==> src/rtl/xf100_exu_iq_pkg.sv <==
// xf100_exu_iq_pkg
// Shared sizing for the exu instruction queue: instruction/PC widths of the
// ifu->exu stream, default queue depth, and the packed entry width.
// A queue entry is {pc, instr}, with the PC in the high bits.
package xf100_exu_iq_pkg;

    localparam int XF100_INSTR_SIZE    = 32;
    localparam int XF100_PC_SIZE       = 32;
    localparam int XF100_IQ_DEPTH      = 4;
    localparam int XF100_IQ_ENTRY_SIZE = XF100_PC_SIZE + XF100_INSTR_SIZE;

endpackage : xf100_exu_iq_pkg

==> src/rtl/xf100_exu_iq.sv <==
// xf100_exu_iq
// Instruction queue at the front of the exu. Buffers {instr, pc} pairs pushed
// by the ifu and presents the oldest one to exu decode, first-word-fall-through
// from the storage registers. A flush discards every buffered entry.
//
// Ports:
//   clk, rst          clock and synchronous active-high reset
//   iq_i_valid/ready  push handshake from the ifu (iq_o_ready out)
//   iq_i_instr/pc     pushed entry
//   iq_o_valid        head entry available to decode (iq_i_ready consumes it)
//   iq_o_instr/pc     head entry (0 while empty)
//   iq_i_flush        discard all entries, wins over push and pop
//   iq_o_count        occupancy, iq_o_full when count == DEPTH
module xf100_exu_iq
    import xf100_exu_iq_pkg::*;
#(
    parameter int DEPTH   = XF100_IQ_DEPTH,
    parameter int INSTR_W = XF100_INSTR_SIZE,
    parameter int PC_W    = XF100_PC_SIZE
) (
    input  logic                       clk,
    input  logic                       rst,
    input  logic                       iq_i_valid,
    output logic                       iq_o_ready,
    input  logic [INSTR_W-1:0]         iq_i_instr,
    input  logic [PC_W-1:0]            iq_i_pc,
    output logic                       iq_o_valid,
    input  logic                       iq_i_ready,
    output logic [INSTR_W-1:0]         iq_o_instr,
    output logic [PC_W-1:0]            iq_o_pc,
    input  logic                       iq_i_flush,
    output logic [$clog2(DEPTH+1)-1:0] iq_o_count,
    output logic                       iq_o_full
);

    localparam int PTR_W   = $clog2(DEPTH);
    localparam int CNT_W   = $clog2(DEPTH+1);
    localparam int ENTRY_W = PC_W + INSTR_W;

    logic [ENTRY_W-1:0] mem_q [DEPTH];
    logic [PTR_W-1:0]   wptr_q, wptr_d;
    logic [PTR_W-1:0]   rptr_q, rptr_d;
    logic [CNT_W-1:0]   count_q, count_d;
    logic [ENTRY_W-1:0] head;
    logic               push, pop;

    // Ready comes from registered occupancy only, so a full queue never
    // accepts a push in the same cycle as a pop.
    assign iq_o_full  = (count_q == CNT_W'(DEPTH));
    assign iq_o_ready = ~iq_o_full;
    assign iq_o_valid = (count_q != '0);
    assign iq_o_count = count_q;

    assign push = iq_i_valid & iq_o_ready;
    assign pop  = iq_o_valid & iq_i_ready;

    // Empty queue drives zeros so the outputs are clean after reset/flush
    // even though the storage itself is never reset.
    assign head       = mem_q[rptr_q];
    assign iq_o_instr = iq_o_valid ? head[INSTR_W-1:0]       : '0;
    assign iq_o_pc    = iq_o_valid ? head[ENTRY_W-1:INSTR_W] : '0;

    // Next pointers and occupancy. Full vs empty is told apart by count,
    // never by pointer equality; pointers wrap naturally at DEPTH.
    always_comb begin
        wptr_d  = wptr_q;
        rptr_d  = rptr_q;
        count_d = count_q;
        if (iq_i_flush) begin
            wptr_d  = '0;
            rptr_d  = '0;
            count_d = '0;
        end else begin
            if (push) wptr_d = wptr_q + PTR_W'(1);
            if (pop)  rptr_d = rptr_q + PTR_W'(1);
            if (push && !pop)      count_d = count_q + CNT_W'(1);
            else if (pop && !push) count_d = count_q - CNT_W'(1);
        end
    end

    // Control state; reset wins over flush.
    always_ff @(posedge clk) begin
        if (rst) begin
            wptr_q  <= '0;
            rptr_q  <= '0;
            count_q <= '0;
        end else begin
            wptr_q  <= wptr_d;
            rptr_q  <= rptr_d;
            count_q <= count_d;
        end
    end

    // Storage; a push coinciding with reset or flush is dropped.
    always_ff @(posedge clk) begin
        if (!rst && !iq_i_flush && push) begin
            mem_q[wptr_q] <= {iq_i_pc, iq_i_instr};
        end
    end

    a_count_le_depth: assert property (@(posedge clk) disable iff (rst)
        count_q <= CNT_W'(DEPTH));
    a_no_pop_empty: assert property (@(posedge clk) disable iff (rst)
        pop |-> (count_q != '0));

endmodule : xf100_exu_iq
==> config.mk <==
export PLATFORM = sky130hd
export DESIGN_NAME = xf100_exu_iq
export DESIGN_NICKNAME = d
export VERILOG_FILES = /design/src/rtl/xf100_exu_iq_pkg.sv /design/src/rtl/xf100_exu_iq.sv
export SDC_FILE = /design/constraint.sdc
export NUM_CORES = 1
export LEC_CHECK = 0
export CORE_UTILIZATION = 49
export DETAILED_ROUTE_END_ITERATION = 8
export PLACE_DENSITY = 0.77
export SYNTH_ARGS = -nofsm -noshare
export SYNTH_HDL_FRONTEND = slang
export SYNTH_SLANG_ARGS = --single-unit
==> constraint.sdc <==
create_clock -name clk -period 3 [get_ports clk]
set_input_delay 0.3 -clock clk [delete_from_list [all_inputs] [get_ports clk]]
set_output_delay 0.3 -clock clk [all_outputs]
set_load 0.02 [all_outputs]
==> metrics.txt, run 1 <==
worst ir drop on vdd=approximately 0.00050 V; H-tree level count=1; Achievable Freq=~350 MHz; unique cell type count in the Yosys netlist=30; Vert. Die Dim=146 µm; dominant synthesized flop cell=edfxtp_1; routed length per instance=roughly 21 µm; slowest CP cell=clkdlybuf4s50_1; largest net degree at the start of global routing=39; global-route wire length before repair=29.7 mm; Rows=52; CTS Buffer Depth=3; Worst R2R End=iq_o_count[2]; Post-synth EDFFs=256; r2r setup slk=around 0.61 ns; Crit path arrival time=2.54 ns; Core Region=roughly 20000 µm²; crit share post-route=0.947; final hold vios=0; max cap viols=0; GRT Residual Overflow=0; Total Negative Setup Slacks=0 ns; power per cell area=625 nW/µm²; Worst setup EP type=primary output; Synthesized Nets=about 530; max_slew headroom=0.663; antenna violations before repair=1; Seq/Total Area, Yosys=0.776; area delta synth->final=26.0%; Pins Over Slew Limit=0; Clock transition at path regs=approximately 0.06 ns; worst-skew pair later-pin latency=approximately 0.52 ns; reg2reg path depth=8; Max FO, Critical Path=38; WHS Path Cells=1; drt total wl=18.8 mm; met2 global-route usage=0.311; IO Port Bufs=roughly 140; RSZ-0062 raised after global routing=no; HP Start=iq_i_pc[5]; ys async rst share=0; CTS buffer count=26; mapped cell area=just over 10000 µm²; RR Startpoint=iq_o_count[0]; #FFs+latches synth=approximately 270; GR Util met3=0.0361; CP Launch Type=register; mean post-synth cell area=between 20 and 25 µm²; clk_skew=0.00919 ns; Initial DRC Count=341; # DRC=0; TritonCTS clock tree=built; GR met1 Demand/Resource=0.244; worst-path cell chain=or3_4, buf_4, and2_1, clkdlybuf4s50_1; gr usage total=0.183; detailed-route via count=slightly below 5000; kind of critical path=register to primary output; Pleak=between 4 and 5 nW; Synth Instances=between 400 and 500; Via density=between 5 and 6; hold slack=0.413 ns; Root Buffer=clkbuf_16; IO Pins=139; endpoints failing setup=0; WHS Endpoint=mem_q[2][37]; Horiz. Die Dim=146 µm; post-layout net count=roughly 700; YS warnings=0; iteration count of the initial detailed-routing pass=4; Die ar.=between 20000 and 25000 µm²; RD Place Congestion=0.730; Max stage delay on crit path=approximately 0.62 ns; clock sinks=between 200 and 300; vias in the first global route=~5200; worst slew pin tran=just over 0.5 ns; min Tclk post-route=between 2 and 3 ns; worst min path class=input pin to register; hpwl dp=11.7 mm; CP required=2.70 ns; layout cells sized above 1=0.201; status=finished, final reports clean; layer with the highest usage=met2; remaining antenna violation count after routing=0; Initial Util=0.501
where the power goes:
group | total [mW] | leakage (nW) | switching [mW] | internal [mW]
sequential | 4.13 | 2.39 | 0.0234 | 4.11
combinational | 0.959 | 1.30 | 0.470 | 0.490
clock | 2.90 | 0.366 | 1.25 | 1.64
cells in the mapped netlist (2+ instances only):
cell type | count | area share
a21oi_1 | 2 | 0.00099
and2_1 | 64 | 0.040
and3_2 | 3 | 0.0022
buf_1 | 6 | 0.0022
buf_4 | 6 | 0.0044
buf_6 | 2 | 0.0022
clkbuf_1 | 8 | 0.0030
dfxtp_1 | 9 | 0.018
edfxtp_1 | 256 | 0.76
ha_1 | 5 | 0.0062
inv_1 | 4 | 0.0015
mux4_2 | 64 | 0.14
nor2_1 | 6 | 0.0022
or3_2 | 2 | 0.0015
xor2_1 | 4 | 0.0035
layer usage:
metal  vias to the layer above  wire (µm)
li1                       2182          -
met1                      2489       7990
met2                       138       9620
met3                        27        904
met4                         0        334
met5                         -          0
final cells by class:
class,count,area (µm²)
flip-flops and latches,265,7880
repair buffers,160,1650
fillers,1362,7460
multi-input cells,163,2140
inverters,4,15.0
diodes,1,2.50
clock inverters,9,41.3
clock buffers,37,713
well taps,270,338
through the flow:
step	power (mW)	cells	utilization	setup WS (ns)	area (µm²)
after global routing	8.26	909	0.631	0.00105	12800
after global placement	5.14	858	0.592	0.518	12000
after floorplan	4.69	456	-	0.610	10100
final	7.99	909	0.631	0.160	12800
after CTS	8.06	908	0.631	0.0809	12800
after detailed placement	5.17	858	0.592	0.464	12000
state kept, by name, indices dropped and copies added, names as in the netlist, named ones only:
| signal | cells |
|---|---|
| mem_q | 256 |
| iq_o_count | 3 |
| rptr_q | 2 |
| wptr_q | 2 |
cells by family (layout without fill, tap and decap cells):
| kind of cell | after synthesis | in the layout | synth area share |
|---|---|---|---|
| flops | 265 | 265 | 0.776 |
| simple gates | 81 | 81 | 0.0495 |
| mux | 65 | 65 | 0.143 |
| buf+inv | 28 | 210 | 0.0143 |
| compound gates | 7 | 7 | 0.00518 |
| fa+ha+maj | 6 | 6 | 0.00815 |
| xor+xnor | 4 | 4 | 0.00346 |
| other cells | 0 | 1 | 0 |
worst max-delay path by stage:
stage / cells after the start / slack (ns) / from / endpoint
CTS: 4 / 0.08 / iq_o_count[0] / iq_o_instr[2]
detailed placement: 4 / 0.46 / iq_o_count[1] / iq_o_instr[2]
finish: 4 / 0.16 / iq_o_count[0] / iq_o_instr[10]
global route: 4 / 0.001 / iq_o_count[0] / iq_o_instr[15]
floorplan: 10 / 0.61 / iq_o_count[0] / iq_o_count[2]
global placement: 4 / 0.52 / iq_o_count[1] / iq_o_instr[2]
timing repair:
action / 4_1_cts / 5_1_grt
resized for setup: 1 / 0
buffers inserted: 4 / 0
endpoints found under the setup margin: 46 / 0
hold buffers: 0 / 0
worst max-delay path, delay by kind of cell, from the launching register on:
family / cells / cell delay, ns
flip-flops: 1 / 0.48
AND/OR/NAND/NOR: 2 / 0.55
buffers and inverters: 2 / 0.97
layout by cell type (no fill, tap or decap), types with 2 or more instances in the layout:
cell type and instances:
xor2_1 4, nor2_1 6, a21oi_1 2, clkbuf_1 10, buf_4 14, inv_1 4
mux4_2 64, dfxtp_1 7, and3_4 4, edfxtp_1 256, clkinv_2 2, clkinv_1 6
clkbuf_16 27, buf_12 8, and2_1 64, dfxtp_4 2, clkdlybuf4s50_1 138, ha_1 5
No activity file was read; power rests on OpenSTA's default activity.
==> run 2: changes to the inputs <==
- CELL_PAD_IN_SITES_DETAIL_PLACEMENT: unset -> 1
- CELL_PAD_IN_SITES_GLOBAL_PLACEMENT: unset -> 1
- CORE_UTILIZATION: 49 -> 43
- PLACE_DENSITY: 0.77 -> 0.78
- SLEW_MARGIN: unset -> 40
==> run 2 against run 1 <==
Effect of this change:
- clock power is 7% higher
- clock-buffer cell count is 1 lower
- die area is 14% higher
- final cell count is 4.4% higher
- wire length is 8.6% higher
- via count is 0.77% higher
- design area is 0.39% higher
- first-iteration DRC count is 40% lower
- sequential power hardly changed
- critical path type unchanged
==> metrics.txt, run 2 (synthesis results as in run 1) <==
final hold vios=0 (unchanged); CP Launch Type=register; kind of critical path=register to primary output; register area=7880 µm² (unchanged); switch share=0.219 (+0.000765); CP required=2.70 ns (about the same); Pleak=4.06 nW (+0.17%); power per cell area=639 nW/µm² (+2.2%); Pins Over Slew Limit=0 (unchanged); Crit path arrival time=2.56 ns (+0.02 ns); total power=8.20 mW (+2.6%); number of diodes=0 (-1); area delta synth->final=26.5%; Seq pwr share=0.504 (-0.013); Root Buffer=clkbuf_16; GRT Residual Overflow=0 (unchanged); WHS Path Cells=1 (unchanged); Placed Cells=896 (+4.4%); clock share of power=0.377 (+0.014); largest net degree at the start of global routing=41 (+5.1%); post-layout net count=691 (-0.58%); CTS buffer count=27 (+3.8%); H-tree level count=1 (unchanged); Clock transition at path regs=0.06 ns (about the same); endpoints failing setup=0 (unchanged); multi-input combinational cell area=2140 µm² (-0.18%); Max FO, Critical Path=38 (unchanged); # DRC=0 (unchanged); hold slack=0.424 ns (+0.0112 ns); clk_skew=0.0104 ns (+0.00119 ns); Largest register FFs=256 (unchanged); Core Region=22800 µm² (+13%); remaining antenna violation count after routing=0 (unchanged); vias in the first global route=5561 (+6.7%); Horiz. Die Dim=156 µm (+6.7%); non-filler cells, final=949 (+4.4%); Via density=5.13 (-3.5%); worst slew pin tran=0.645 ns (+0.139 ns); global-route wire length before repair=31.3 mm (+5.3%); most frequent cells in the layout=256 x edfxtp_1, 138 x clkdlybuf4s50_1, 64 x mux4_2, 64 x and2_1, 27 x clkbuf_16; Rows=55 (+5.8%); Total Negative Setup Slacks=0 ns (unchanged); worst-skew pair later-pin latency=0.52 ns (about the same); crit share post-route=0.955 (+0.00830); detailed-route via count=4873 (+0.77%); TritonCTS clock tree=built; Die ar.=24200 µm² (+14%); WHS Endpoint=mem_q[2][8]; max_slew headroom=0.570 (-0.0926); RSZ-0062 raised after global routing=no; HP Start=iq_i_instr[8]; Largest Register=mem_q; power share of the combinational group=0.119 (about the same); IO Port Bufs=138 (unchanged); routed length per instance=21.6 µm (+4.0%); P_sw=1.80 mW (+3.0%); r2r setup slk=0.63 ns (+0.02 ns); iteration count of the initial detailed-routing pass=6 (+2); clock sinks=265 (unchanged); status=finished, final reports clean; internal power=6.40 mW (+2.5%); most common cell after layout, fill and taps aside=edfxtp_1; drt total wl=20.5 mm (+8.6%); Vert. Die Dim=156 µm (+6.7%); fillers=2017 (+48%); antenna violations before repair=1 (unchanged); hpwl dp=12.7 mm (+8.2%); RD Place Congestion=0.718 (-1.6%); Initial Util=0.444 (-0.0573); Achievable Freq=349 MHz (-0.87%); min Tclk post-route=2.86 ns (+0.0249 ns); Initial DRC Count=203 (-40%); IO Pins=139 (unchanged); RR Startpoint=iq_o_count[0]; Post-CTS Hold Buffers=0 (unchanged); layout cells sized above 1=0.204 (+0.00378); worst min path class=input pin to register; reg2reg path depth=8 (unchanged); Worst R2R End=iq_o_count[2]; worst ir drop on vdd=0.000492 V (-2.3%); max cap viols=0 (unchanged); gr usage total=0.172 (-0.0106); CTS Buffer Depth=3 (unchanged); Worst setup EP type=primary output
-- run 2: cell types whose count changed in the layout (fill, tap and decap cells not counted) --
cell	previous run	this run
clkinv_4	1	0
or3_4	1	0
diode_2	1	0
buf_4	14	12
clkinv_2	2	5
or3_2	1	2
clkinvlp_4	0	1
buf_16	0	1
bufinv_16	0	1
clkbuf_1	10	6
clkbuf_8	0	3
buf_12	8	4
-- run 2: worst max path at each step --
stage / startpoint / endpoint / slack (ns) / cells past startpoint
2_1_floorplan: iq_o_count[0] / iq_o_count[2] / 0.61 / 10
3_3_place_gp: register / iq_o_pc[3] / 0.59 / 4
3_5_place_dp: iq_i_valid / iq_o_count[2] / 0.55 / 8
4_1_cts: register / iq_o_instr[0] / 0.01 / 4
5_1_grt: register / iq_o_instr[11] / 0.03 / 4
6_report: register / iq_o_instr[0] / 0.14 / 4
-- run 2: layer usage --
metal	wire length, µm	up-vias	part of all wire	track usage
met2	10700	128	0.52	0.310
met1	8530	2544	0.42	0.218
met5	0	-	0	0
li1	-	2173	-	-
met3	1010	28	0.049	0.0311
met4	259	0	0.013	0.0350
-- run 2: area by class of cell --
type | count | area share
Clock inverter | 13 | 0.00663
Inverter | 4 | 0.00117
Multi-Input combinational cell | 163 | 0.167
Sequential cell | 265 | 0.614
Clock buffer | 36 | 0.0577
Timing Repair Buffer | 155 | 0.123
Tap cell | 313 | 0.0305
-- run 2: through the flow --
stage	util	setup WS [ns]	area [µm²]
final	0.561	0.136	12800
after global routing	0.561	0.0304	12800
after CTS	0.560	0.0105	12800
after detailed placement	0.524	0.552	12000
after global placement	0.524	0.590	12000
after floorplan	-	0.610	10100
-- run 2: critical path: stages, from the launching register on --
cell and delay, ns:
dfxtp_4 0.62, buf_12 0.31, mux4_2 0.35, and2_1 0.19, clkdlybuf4s50_1 0.54
-- run 2: power by group through the flow --
stage,Combinational (mW),Clock (mW),Sequential [mW]
3_3_place_gp,0.959,0,4.21
6_report,0.972,3.09,4.13
4_1_cts,0.986,3.17,4.13
5_1_grt,1.04,3.29,4.13
3_5_place_dp,0.982,0,4.21
2_1_floorplan,0.484,0,4.21
-- run 2: what timing repair did --
action	in CTS	in global routing
gates resized for setup	0	1
buffers inserted	0	4
endpoints found under the setup margin	0	28
